File: src/rtl/f1_start_sequencer.sv
// Tick generator for the F1 start-lights FSM: eight evenly spaced lighting ticks,
// a pseudo-random hold, then a ninth "lights out" tick.
//
// state | meaning
// ------+-----------------------------------------------------------
// IDLE  | waiting for trigger; tick_count holds the last sequence
// LIGHT | counting PERIOD cycles between lighting ticks 1..8
// HOLD  | counting the random hold before the lights-out tick
module f1_start_sequencer #(
    parameter int unsigned CNT_W     = 16,
    parameter int unsigned PERIOD    = 1000,
    parameter int unsigned HOLD_MIN  = 100,
    parameter int unsigned HOLD_STEP = 10
) (
    input  logic       clk,
    input  logic       rst,
    input  logic       trigger,
    output logic       tick,
    output logic       busy,
    output logic       lights_out,
    output logic [3:0] tick_count,
    output logic [6:0] lfsr_out
);

    typedef enum logic [1:0] {
        IDLE  = 2'd0,
        LIGHT = 2'd1,
        HOLD  = 2'd2
    } state_t;

    localparam logic [CNT_W-1:0] PERIOD_LOAD = CNT_W'(PERIOD - 1);

    state_t           state, state_nxt;
    logic [CNT_W-1:0] cnt, cnt_nxt;
    logic [3:0]       tc_nxt;
    logic [6:0]       lfsr;
    logic [CNT_W-1:0] hold_load;
    logic             cnt_zero;

    // Hold length is formed at full 32-bit width and only then narrowed to the counter.
    assign hold_load = CNT_W'(32'(HOLD_MIN) + 32'(lfsr) * 32'(HOLD_STEP) - 32'd1);
    assign cnt_zero  = (cnt == '0);
    assign lfsr_out  = lfsr;

    // Free-running x^7+x^6+1 sequence; the all-zero state is unreachable from 7'h01.
    always_ff @(posedge clk or posedge rst) begin
        if (rst) begin
            lfsr <= 7'h01;
        end else begin
            lfsr <= {lfsr[5:0], lfsr[6] ^ lfsr[5]};
        end
    end

    always_ff @(posedge clk or posedge rst) begin
        if (rst) begin
            state      <= IDLE;
            cnt        <= '0;
            tick_count <= 4'd0;
        end else begin
            state      <= state_nxt;
            cnt        <= cnt_nxt;
            tick_count <= tc_nxt;
        end
    end

    always_comb begin
        state_nxt  = state;
        cnt_nxt    = cnt;
        tc_nxt     = tick_count;
        tick       = 1'b0;
        busy       = 1'b0;
        lights_out = 1'b0;
        case (state)
            IDLE: begin
                if (trigger) begin
                    state_nxt = LIGHT;
                    cnt_nxt   = PERIOD_LOAD;
                    tc_nxt    = 4'd0;
                end
            end
            LIGHT: begin
                busy = 1'b1;
                if (cnt_zero) begin
                    tick   = 1'b1;
                    tc_nxt = tick_count + 4'd1;
                    if (tick_count == 4'd7) begin
                        state_nxt = HOLD;
                        cnt_nxt   = hold_load;
                    end else begin
                        cnt_nxt = PERIOD_LOAD;
                    end
                end else begin
                    cnt_nxt = cnt - CNT_W'(1);
                end
            end
            HOLD: begin
                busy = 1'b1;
                if (cnt_zero) begin
                    tick       = 1'b1;
                    lights_out = 1'b1;
                    tc_nxt     = 4'd9;
                    state_nxt  = IDLE;
                end else begin
                    cnt_nxt = cnt - CNT_W'(1);
                end
            end
            default: begin
                state_nxt = IDLE;
            end
        endcase
    end

endmodule

File: config.mk
export PLATFORM = sky130hd
export DESIGN_NAME = f1_start_sequencer
export DESIGN_NICKNAME = d
export VERILOG_FILES = /design/src/rtl/f1_start_sequencer.sv
export SDC_FILE = /design/constraint.sdc
export NUM_CORES = 1
export LEC_CHECK = 0
export CAP_MARGIN = 20
export CORE_ASPECT_RATIO = 1.25
export CORE_UTILIZATION = 42
export CTS_BUF_LIST = sky130_fd_sc_hd__clkbuf_8 sky130_fd_sc_hd__clkbuf_16
export DETAILED_ROUTE_END_ITERATION = 10
export DONT_BUFFER_PORTS = 1
export PLACE_DENSITY_LB_ADDON = 0.05
export SYNTH_ARGS = -nofsm -noshare
export SYNTH_HDL_FRONTEND = slang
export SYNTH_SLANG_ARGS = --single-unit
File: constraint.sdc
create_clock -name clk -period 3.6 [get_ports clk]
set_input_delay 0.36 -clock clk [delete_from_list [all_inputs] [get_ports clk]]
set_output_delay 0.36 -clock clk [all_outputs]
set_load 0.01 [all_outputs]
==> qor.yml <==
status: "complete, no violations"
setup_viol: 0
grt_max_degree: 30
insertion_delay_ns: 0.29
skew_ns: 0.004625
ys_ff_latch: 29
grt_setup_unrepaired: "false"
nFillCells: 489
reg2reg_from: "lfsr_out[1]"
max_slew.worst_pin.slew_ns: 0.5847
path_buf_inv: 0
syn_to_final_growth_pct: 6.522
hold_viol_final: 0
gp_congestion: 0.8031
setup_tns_ns: 0
cts-root-buf: "clkbuf_8"
grt_overflow: 0
arrival_ns: 2.48
path_delay_family: "simple AND/OR/NAND/NOR gates"
hold_class: "in2async"
h-tree-depth: 2
syn_inst: 248
cts_tree: "built"
place_area_um2: 2250
synth_area_um2: 2187
via_per_inst: 5.803
power_leakage_nw: 1.035
synth.distinct_cells: 65
drcViolationCount: 0
hold_slack_ns: 0.03219
wirelength_mm: 5.155
setup.worst_path.end: "tick"
synthArstFlopShare_pct: 100.0
synth_warnings: 0
drt-wirelength-per-cell_um: 16.42
die_x_um: 66.55
crit_path_max_fanout: 10
drive_above_1_share_pct: 9.921
post_cts_buffers: 0
globalRouteMet2Util_pct: 35.56
ant_nets: 0
seq_area_frac_synth_pct: 33.24
slowest_delay_ns: 0.53
cpMaxStageDelayCell: "nor3_1"
vdd_drop_max_mv: 0.2572
use_met1_pct: 26.01
grt.total_usage_pct: 21.49
grt_pass1_vias: 1779
dpl.hpwl_mm: 3.803
fin_cells: 314
dr.pass1.iters: 4
critPathLaunchType: "flop"
total_power_mw: 1.266
finalInstanceArea_um2: 2330
synth_edf_count: 0
crit_chain: "nor3_1 -> nand3_1 -> or2_1 -> nor2_1"
cts_sinks: 29
worst-endpoint-required_ns: 3.24
path_class: "reg2out"
end_kind: "primary output"
r2r_slack_ns: 0.86
worstRegToRegCells: 9
antenna_found_initial: 0
num_vias: 1822
io_buffer_count: 0
crit_path_start: "cnt[9]"
ios: 17
nNetsFinal: 272
coreArea_um2: 5044
dp.cells: 306
drv_cap: 0
finalCriticalPeriod_ns: 2.843
final_cell_mix: "dfrtp_1, nand2_1, nor2_1"
initialDrtViolationCount: 128
drv_slew: 0
cts_resized: 0
slew_headroom_pct: 60.72
r2r_end: "cnt[10]"
cts_buffers: 5
clock_path_buffers: 2
top_usage_layer: "met2"
insertedDiodeCount: 0
die_area_um2: 5502
grt_pass1_wl_mm: 8.832
synth-main-ff-cell: "dfrtp_1"
grt_util_met3_pct: 5.082
mostFrequentLayoutCell: "dfrtp_1"
p_per_area_nw_per_um2: 543.5
rows: 29
fp.dieH_um: 82.68
cts.reportedPaths.clkPinSlew_ns: 0.06
max_freq_ghz: 0.3518
post-route-period-util_pct: 78.97
syn-num-nets: 269
start_util_pct: 43.36
path_depth: 4
syn-mean-instance-area_um2: 8.819
cts_hold_buf: 0
-- synth_stat cells, types with 3 or more instances --
| master | instances | area share [%] |
|---|---|---|
| a21o_1 | 4 | 1.4 |
| nor2b_1 | 3 | 0.86 |
| dfrtp_1 | 28 | 32 |
| o21ai_0 | 16 | 3.7 |
| o31ai_1 | 4 | 1.4 |
| nor3_1 | 8 | 1.8 |
| o21ai_1 | 3 | 0.69 |
| xnor2_1 | 6 | 2.4 |
| nand2_1 | 25 | 4.3 |
| nor4_1 | 3 | 0.86 |
| ha_1 | 17 | 9.7 |
| nor2_1 | 23 | 3.9 |
| inv_1 | 10 | 1.7 |
| a31oi_1 | 4 | 1.1 |
| a211oi_1 | 3 | 1.0 |
| xor2_1 | 7 | 2.8 |
| clkbuf_1 | 6 | 1.0 |
| a21oi_1 | 15 | 3.4 |
| nand3_1 | 7 | 1.6 |
-- cell families after synthesis --
group / synth area share, %
adder cells (fa/ha/maj): 10.64
buffers and inverters: 4.291
multiplexers: 0.4577
XOR/XNOR: 5.206
flip-flops: 33.24
AND/OR/NAND/NOR: 21.40
AO/OA/AOI/OAI: 24.77
-- state kept, by name, summed over array words and instances, names as in the netlist --
register and count:
lfsr_out 7, cnt 16, state 2, tick_count 4
-- where the power goes --
part | internal (mW) | total, mW | switching, mW
combinational | 0.202 | 0.542 | 0.339
clock | 0.129 | 0.255 | 0.127
sequential | 0.388 | 0.469 | 0.0819
-- layout make-up --
cell class	instances	area (um2)	area share, %
multi-input cells	199	1366	58.65
flip-flops and latches	29	726.9	31.20
well taps	62	77.57	3.330
clock buffers	5	68.82	2.954
inverters	11	41.29	1.772
repair buffers	5	37.54	1.611
clock inverters	3	11.26	0.4834
-- worst register-to-register path: cells and delay by family, from the launching register on --
kind	cells	cell delay, ns
AO/OA/AOI/OAI	5	1.08
adder cells (fa/ha/maj)	3	0.97
flip-flops	1	0.46
XOR/XNOR	1	0.17
-- metal layers --
layer	vias up	wire, um
met1	844	2249
met3	15	215
met4	0	158
met5	-	0
met2	45	2531
li1	918	-
-- per-stage QoR --
| stage | utilization, % | worst slack [ns] |
|---|---|---|
| floorplan | - | 1.035 |
| global placement | 44.60 | 0.9107 |
| detailed placement | 44.60 | 0.8714 |
| CTS | 46.19 | 0.7903 |
| global route | 46.19 | 0.6463 |
| finish | 46.19 | 0.7571 |
-- worst min path at each step --
stage	startpoint	end	slack [ns]	cells past startpoint
floorplan	rst	cnt[0]	0.44	1
global placement	rst	tick_count[3]	0.35	2
detailed placement	rst	tick_count[3]	0.36	2
CTS	rst	tick_count[0]	0.05	2
global route	rst	cnt[8]	0.07	2
finish	rst	tick_count[0]	0.03	2
No activity file was read; power rests on OpenSTA's default activity.
